### src/rtl/cp_fifo_reader.sv
// Read-side engine for the CP GX FIFO: tracks read pointer and read/write distance,
// fetches FIFO lines over AXI into a show-ahead buffer and streams them to the decoder.
module cp_fifo_reader #(
    parameter int unsigned DATA_WIDTH  = 128,
    parameter int unsigned ADDR_WIDTH  = 49,
    parameter int unsigned BURST_BEATS = 2,
    parameter int unsigned BUF_DEPTH   = 8
) (
    input  logic                  clk,
    input  logic                  reset,
    input  logic [31:0]           fifo_base,
    input  logic [31:0]           fifo_end,
    input  logic [31:0]           fifo_hi_wm,
    input  logic [31:0]           fifo_lo_wm,
    input  logic [31:0]           fifo_bp,
    input  logic [31:0]           fifo_axi_base,
    input  logic [31:0]           write_pointer,
    input  logic                  en_read,
    input  logic                  en_bp,
    input  logic                  new_base,
    input  logic                  clr_overflow,
    input  logic                  clr_underflow,
    input  logic                  clr_bp,
    output logic [31:0]           read_pointer,
    output logic [31:0]           rw_distance,
    output logic                  int_overflow,
    output logic                  int_underflow,
    output logic                  int_bp,
    output logic                  axi_error,
    output logic                  read_idle,
    output logic [ADDR_WIDTH-1:0] araddr,
    output logic [7:0]            arlen,
    output logic [2:0]            arsize,
    output logic [1:0]            arburst,
    output logic                  arvalid,
    input  logic                  arready,
    input  logic [DATA_WIDTH-1:0] rdata,
    input  logic [1:0]            rresp,
    input  logic                  rlast,
    input  logic                  rvalid,
    output logic                  rready,
    output logic [DATA_WIDTH-1:0] out_data,
    output logic                  out_valid,
    input  logic                  out_ready
);

    localparam int unsigned BEAT_BYTES  = DATA_WIDTH / 8;
    localparam int unsigned BURST_BYTES = BURST_BEATS * BEAT_BYTES;
    localparam int unsigned IDX_W       = $clog2(BUF_DEPTH);
    localparam int unsigned CNT_W       = $clog2(BUF_DEPTH + 1);
    localparam logic [31:0] BURST_B32   = 32'(BURST_BYTES);
    localparam logic [31:0] ALIGN_MASK  = ~(BURST_B32 - 32'd1);

    typedef enum logic [1:0] {IDLE, ADDR, DATA, HALT} state_t;

    state_t                  state_q, state_d;
    logic                    discard_q, discard_d;
    logic                    dist_stale_q;
    logic [31:0]             bp_q;
    logic                    issue, enter_halt;
    logic [31:0]             base_a, end_a, rp_d, dist_d, ar_sum;
    logic                    rp_chg, bp_hit, can_issue;
    logic                    ar_hs, r_hs, last_hs;
    logic                    ovf_set, unf_set;

    logic [DATA_WIDTH-1:0]   mem [BUF_DEPTH];
    logic [IDX_W-1:0]        wr_idx, rd_idx, next_rd;
    logic [CNT_W-1:0]        count_q, count_d, free_space;
    logic                    push, pop;
    logic [DATA_WIDTH-1:0]   out_data_d;

    assign arlen   = 8'(BURST_BEATS - 1);
    assign arsize  = 3'($clog2(BEAT_BYTES));
    assign arburst = 2'b01;

    assign base_a     = fifo_base & ALIGN_MASK;
    assign end_a      = fifo_end & ALIGN_MASK;
    assign ar_sum     = fifo_axi_base + read_pointer;
    assign ar_hs      = arvalid && arready;
    assign r_hs       = rready && rvalid;
    assign last_hs    = r_hs && rlast;
    assign bp_hit     = en_bp && (read_pointer == fifo_bp);
    assign free_space = CNT_W'(BUF_DEPTH) - count_q;
    // Issue uses the registered distance; skip the cycle where it still reflects the old pointer.
    assign can_issue  = en_read && !dist_stale_q && (rw_distance >= BURST_B32)
                        && (free_space >= CNT_W'(BURST_BEATS)) && !bp_hit;
    assign ovf_set    = rw_distance > fifo_hi_wm;
    assign unf_set    = (rw_distance < fifo_lo_wm) && en_read;

    // State register
    always_ff @(posedge clk) begin
        if (reset) state_q <= IDLE;
        else       state_q <= state_d;
    end

    // Next-state logic
    always_comb begin
        state_d    = state_q;
        discard_d  = discard_q;
        issue      = 1'b0;
        enter_halt = 1'b0;
        case (state_q)
            IDLE: begin
                if (bp_hit) begin
                    state_d    = HALT;
                    enter_halt = 1'b1;
                end else if (can_issue && !new_base) begin
                    state_d = ADDR;
                    issue   = 1'b1;
                end
            end
            ADDR: begin
                if (new_base) discard_d = 1'b1;
                if (ar_hs)    state_d   = DATA;
            end
            DATA: begin
                if (last_hs) begin
                    state_d   = IDLE;
                    discard_d = 1'b0;
                end else if (new_base) begin
                    discard_d = 1'b1;
                end
            end
            HALT: begin
                if (!en_bp || (fifo_bp != bp_q)) state_d = IDLE;
            end
            default: state_d = IDLE;
        endcase
    end

    // Pointer and distance; new_base beats a completing burst
    always_comb begin
        rp_d   = read_pointer;
        rp_chg = 1'b0;
        if (new_base) begin
            rp_d   = base_a;
            rp_chg = 1'b1;
        end else if (last_hs && !discard_q) begin
            rp_d   = (read_pointer == end_a) ? base_a : read_pointer + BURST_B32;
            rp_chg = 1'b1;
        end
        if (write_pointer >= read_pointer)
            dist_d = write_pointer - read_pointer;
        else
            dist_d = (end_a + BURST_B32 - read_pointer) + (write_pointer - base_a);
    end

    always_ff @(posedge clk) begin
        if (reset) begin
            discard_q     <= 1'b0;
            dist_stale_q  <= 1'b0;
            bp_q          <= '0;
            read_pointer  <= '0;
            rw_distance   <= '0;
            araddr        <= '0;
            arvalid       <= 1'b0;
            rready        <= 1'b0;
            read_idle     <= 1'b1;
            int_overflow  <= 1'b0;
            int_underflow <= 1'b0;
            int_bp        <= 1'b0;
            axi_error     <= 1'b0;
        end else begin
            discard_q     <= discard_d;
            dist_stale_q  <= rp_chg;
            if (enter_halt) bp_q <= fifo_bp;
            read_pointer  <= rp_d;
            rw_distance   <= dist_d;
            if (issue) araddr <= ADDR_WIDTH'(ar_sum);
            arvalid       <= (state_d == ADDR);
            rready        <= (state_d == DATA);
            read_idle     <= ((state_d == IDLE) || (state_d == HALT)) && !discard_d;
            int_overflow  <= ovf_set | (int_overflow & ~clr_overflow);
            int_underflow <= unf_set | (int_underflow & ~clr_underflow);
            int_bp        <= enter_halt | (int_bp & ~clr_bp);
            if (r_hs && (rresp != 2'b00)) axi_error <= 1'b1;
        end
    end

    // Show-ahead buffer; out_data is pre-loaded from the entry that will be at the head
    assign push    = r_hs && !discard_q && !new_base;
    assign pop     = out_valid && out_ready;
    assign next_rd = pop ? rd_idx + IDX_W'(1) : rd_idx;
    assign count_d = count_q + CNT_W'(push) - CNT_W'(pop);

    always_comb begin
        out_data_d = mem[next_rd];
        if (push && (wr_idx == next_rd)) out_data_d = rdata;
    end

    always_ff @(posedge clk) begin
        if (push) mem[wr_idx] <= rdata;
    end

    always_ff @(posedge clk) begin
        if (reset || new_base) begin
            wr_idx    <= '0;
            rd_idx    <= '0;
            count_q   <= '0;
            out_valid <= 1'b0;
            if (reset) out_data <= '0;
        end else begin
            if (push) wr_idx <= wr_idx + IDX_W'(1);
            rd_idx    <= next_rd;
            count_q   <= count_d;
            out_valid <= (count_d != '0);
            out_data  <= out_data_d;
        end
    end

endmodule

### config.mk
export PLATFORM = sky130hd
export DESIGN_NAME = cp_fifo_reader
export DESIGN_NICKNAME = d
export VERILOG_FILES = /design/src/rtl/cp_fifo_reader.sv
export SDC_FILE = /design/constraint.sdc
export NUM_CORES = 2
export LEC_CHECK = 0
export CAP_MARGIN = 0
export CELL_PAD_IN_SITES_DETAIL_PLACEMENT = 2
export CELL_PAD_IN_SITES_GLOBAL_PLACEMENT = 2
export CORE_MARGIN = 10
export CORE_UTILIZATION = 44
export DETAILED_ROUTE_END_ITERATION = 10
export PLACE_DENSITY_LB_ADDON = 0.3
export SYNTH_ARGS = -nofsm -noshare
export SYNTH_HDL_FRONTEND = slang
export SYNTH_SLANG_ARGS = --single-unit
### constraint.sdc
create_clock -name clk -period 26.2 [get_ports clk]
set_input_delay 3.93 -clock clk [delete_from_list [all_inputs] [get_ports clk]]
set_output_delay 3.93 -clock clk [all_outputs]
set_load 0.005 [all_outputs]
# Yosys cells after proc, flatten, opt, wreduce, memory -nomap -nowiden
# Memories as Yosys holds them, arrays and structs flattened.
# Cells that the tools add are included.
[op_classes]
addsub = 12
order_cmp = 5
n_eq_ne = 11
mux = 26
n_bitwise = 9
n_reduce_logical = 32
[op_table]
columns = ["operator", "n"]
rows = [
  ["$mux W128", 3],
  ["$mux W32", 4],
  ["$sub A32 B32 Y32", 3],
  ["$add A32 B32 Y32", 2],
  ["$add A32 B6 Y32 const B", 2],
  ["$eq A32 B32 Y1", 2],
  ["$ge A32 B32 Y1", 1],
  ["$ge A32 B6 Y1 const B", 1],
  ["$gt A32 B32 Y1", 1],
  ["$lt A32 B32 Y1", 1],
  ["$ne A32 B32 Y1", 1],
  ["$logic_and A1 B1 Y1", 17],
  ["$mux W1", 11],
  ["$mux W2", 5],
  ["$eq A2 B2 Y1 const B", 4],
  ["$pmux W2 S4", 1],
  ["$add A3 B1 Y3 const B", 2],
  ["$logic_not A1 Y1", 6],
  ["$add A4 B1 Y4", 1],
  ["$eq A2 B1 Y1 const B", 2],
  ["$ge A4 B2 Y1 const B", 1],
  ["$logic_not A2 Y1", 2],
  ["$reduce_bool A2 Y1", 2],
  ["$reduce_bool A4 Y1", 1],
  ["11 further kinds", 19],
]
[word_totals]
reg_bits = 278
mem_bits_rw = 1024
wordCells = 116
memories = 1
[memory_table]
columns = ["memory", "depth", "width", "rd", "rd_ports_with_merged_regs", "wr", "line_no", "text"]
rows = [
  ["mem", 8, 128, 1, 0, 1, "66", "logic [DATA_WIDTH-1:0] mem [BUF_DEPTH];"],
]

# Longest topological paths before layout
[logic_depth]
depth_word = 12
mapped_depth = 16
ltp_nobuf = 16

# Worst setup path before layout
# Ideal clock, no wire load.
[synth_timing]
kind = "input to register"
from = "input new_base"
to = "memory mem[4][0] (enable)"
setup_time_ns = 0.771
arrival_time_ns = 13.552
required_ns = 25.429
slack_ns = 11.877
stages = 4
n_path_buf = 1
path_cell_list = "clkbuf_1 > nor3_1 > nand2_1 > nor3_1"
[synth_between]
elab_chain_cells = 4
[synth_lines]
columns = ["item", "line_no", "text"]
rows = [
  ["start, declared", "20", "input logic new_base,"],
  ["$logic_not A1 Y1", "181", "assign push = r_hs && !discard_q && !new_base;"],
  ["$logic_and A1 B1 Y1", "181", ""],
  ["$mux W1", "192", "if (push) mem[wr_idx] <= rdata;"],
  ["$mux W1 (not written as such)", "192", ""],
  ["end, declared", "66", ""],
]
# Every way passes these cells.

# Worst setup path after layout
[layout_timing]
from = "input out_ready"
to = "register out_data[62], data pin"
[layout_between]
elab_chain_cells = 6
elab_cells_between_ends = 7
[layout_lines]
columns = ["item", "line_no", "text"]
rows = [
  ["start, declared", "44", "input logic out_ready"],
  ["$logic_and A1 B1 Y1 *", "182", "assign pop = out_valid && out_ready;"],
  ["$mux W3 *", "183", "assign next_rd = pop ? rd_idx + IDX_W'(1) : rd_idx;"],
  ["branches (longest 2 deep; another with $mem_v2 Z8 W128)", "--", ""],
  ["$mux W128 *", "188", "if (push && (wr_idx == next_rd)) out_data_d = rdata;"],
  ["$mux W128 *", "196", "if (reset || new_base) begin"],
  ["end signal, assigned", "207", "out_data <= out_data_d;"],
  ["end, declared", "42", "output logic [DATA_WIDTH-1:0] out_data,"],
]
# Mark *: on every way between the ends.
# A chain may end at the register's enable or synchronous reset.

==> impl_metrics.toml <==
[critical_path]
rr_worst_depth = 9
crit_path_end_kind = "flip-flop"
critPathMaxFanout = 104
rrSetupSlack_ps = 20330
arrival_ps = 9340
required_ps = 26640
worstPathCellList = "clkdlybuf4s50_1 -> nand2_1 -> xor2_4 -> buf_4 -> buf_12 -> buf_4 -> buf_4 -> mux4_2 -> mux2i_1 -> a211oi_1"
worstSetupStartpointType = "input port"
crit_slowest_cell = "buf_4"
slowest_delay_ps = 840
cpMostUsedCell = "buf_4"
crit_type = "in2reg"
endpoint = "out_data[62]"
crit_path_start = "out_ready"
r2r-start = "out_valid"
rr_endpoint = "out_data[62]"

[hold_path]
hold_class = "reg2reg"

[yosys]
yosys.area.top_type_share = 0.5809
synth_async_sr_flop_share = 0
synth.yosys.seq_area_share = 0.6313
synth_ff_type = "edfxtp_1"
syn_area_per_cell_sq_um = 15.28
synth_cell_type_count = 88
synth_seq_cells = 1302
syn_inst = 3897
synth_area_leaders = "edfxtp_1 58%, mux4_2 9.7%, dfxtp_1 5.0%, ha_1 4.3%, mux2i_1 3.3%"
yosysTopAreaCell = "edfxtp_1"
synth-edff-count = 1152
yosysMostFrequentCell = "edfxtp_1"
synth_common_cells = "1152 x edfxtp_1, 334 x nor2_1, 256 x mux4_2"
yosys_warnings = 0
netlist_area_sq_um = 59550

[timing]
fmax_mhz = 112.3
slew_headroom = 0.09875
drv_slew = 0
grt_setup_unrepaired = "false"
tns_ps = 0
finalClockSkew_ps = 29.99
worst_pin_slew_ps = 1346
worst_hold_slack_ps = 473.8
finalSetupViolCount = 0
finalHoldViolations = 0
period_needed_ps = 8903
fin_crit_sh = 0.3398

[cells_and_area]
stdcell_count = 6415
fin_util = 0.5376
final_nets = 5135
syn2layout_area_growth_pct = 20.92
drive_above_1_share = 0.1229

[pwr]
powerDensity_nw_per_um2 = 76.57
total_power_mw = 5.514
power_leakage_nw = 26.80
vdd.ir_drop.worst_mv = 0.06940

[routing]
drt_iter0_drc = 3625
final_antenna_net_count = 0
drc_errors = 0
dr.pass1.iters = 5
vias = 38740
wirelength_mm = 229.5
post_drt_wl_per_cell_um = 35.78
vias_per_cell = 6.039

[cts]
cts_setup_buffers = 0
clock_latency_ps = 790
cts_tree = "built"
cts_made_buffers = 140
h-tree-depth = 4
ctsHoldBuffers = 0
clkTransAtPathRegs_ps = 60
ctsResizeCount = 0
cts.sinks = 1302
cts_buffer_depth = 3
cts_root_buffer = "clkbuf_16"

[outcome]
status = "finished clean"

[floorplan]
dieHeight_um = 387.9
dieWidth_um = 387.9
row_count = 134
die-area_sq_um = 150500
initial_core_util = 0.4445
io_pins = 628
core_sq_um = 134000

[grt]
grt_max_degree = 197
grt_first_pass_wirelength_mm = 328.0
grt_pass1_vias = 41840
grt_antenna_before_repair = 51
grt_overflow_total = 0
grt_usage = 0.2985

[flow_run]
maxCapViolCount = 0

[place]
portBuffers = 587
detailed_place_hpwl_mm = 144.4
place_inst = 6135
routabilityCongestion = 0.9337
-- report_power, final --
group          internal, mW  total [mW]  switching [mW]
combinational         0.490        1.07           0.584
sequential             2.34        2.41          0.0719
clock                  1.12        2.03           0.914
-- cells in the final DEF, fill, tap and decap left out, types with 27 or more instances in the layout --
cell type / netlist / routed
a211oi_1: 140 / 140
a21o_1: 55 / 55
a21oi_1: 167 / 167
buf_4: 34 / 60
clkbuf_1: 122 / 38
clkbuf_16: 0 / 143
clkdlybuf4s50_1: 0 / 586
conb_1: 2 / 30
dfxtp_1: 150 / 150
diode_2: 0 / 27
edfxtp_1: 1152 / 1152
fa_1: 56 / 56
ha_1: 204 / 204
inv_1: 219 / 219
mux2i_1: 195 / 194
mux4_2: 256 / 256
nand2_1: 95 / 92
nand3_1: 38 / 37
nand4_1: 44 / 44
nor2_1: 334 / 328
nor3_1: 32 / 30
nor4_1: 28 / 28
o21ai_0: 46 / 46
xnor2_1: 102 / 102
xor2_1: 77 / 75
-- state kept, by name, summed over array words and instances, names as in the netlist, 2 cells and up --
signal / flops
mem: 1024
out_data: 128
araddr: 32
bp_q: 32
read_pointer: 32
rw_distance: 32
count_q: 4
rd_idx: 3
wr_idx: 3
state_q: 2
-- cells by family after synthesis --
logic type,count (synthesis),synth area share
compound gates,595,0.06744
xor+xnor,179,0.02633
fa+ha+maj,260,0.06169
buf+inv,436,0.03093
flops,1302,0.6313
mux,453,0.1300
other cells,2,0.0001261
simple gates,670,0.05221
-- critical path, delay by kind of cell --
family                    cells  cell delay (ps)
AOI/OAI and AO/OA             1              160
xor gates and xnor gates      1              220
buffers and inverters         5             3340
muxes                         2              850
and+or+nand+nor               1              330
-- cell type report --
class | count | area [sq um]
antenna | 27 | 67.56
clock buffer | 186 | 3790
clock inverter | 67 | 681.9
fill | 12160 | 61950
inverter | 224 | 840.8
multi-input combinational | 2187 | 20350
sequential | 1302 | 37600
tap | 1768 | 2212
timing repair buffer | 654 | 6476
-- metrics by stage --
stage / cell area (sq um) / setup slack (ps)
after global routing: 71990 / 16840
after floorplan: 59660 / 11880
after global placement: 67470 / 16600
after CTS: 71940 / 17310
final: 72010 / 17300
after detailed placement: 67470 / 16520
-- routing by layer --
| layer | vias to the layer above | part of all wire | GRT usage |
|---|---|---|---|
| met5 | - | 0.0016 | 0 |
| met4 | 46 | 0.033 | 0.09814 |
| met3 | 371 | 0.071 | 0.06276 |
| met2 | 1640 | 0.52 | 0.5286 |
| met1 | 20480 | 0.38 | 0.3610 |
| li1 | 16210 | - | - |
-- how the worst min path moves through the flow --
stage | slack [ps] | end | cells after the start | startpoint
2_1_floorplan | 450 | araddr[10] | 2 | araddr[10]
3_3_place_gp | 440 | araddr[31] | 2 | araddr[31]
3_5_place_dp | 470 | araddr[31] | 2 | araddr[31]
4_1_cts | 480 | araddr[31] | 2 | araddr[31]
5_1_grt | 490 | araddr[31] | 2 | araddr[31]
6_report | 470 | araddr[31] | 2 | araddr[31]
No activity file was read; power rests on OpenSTA's default activity.
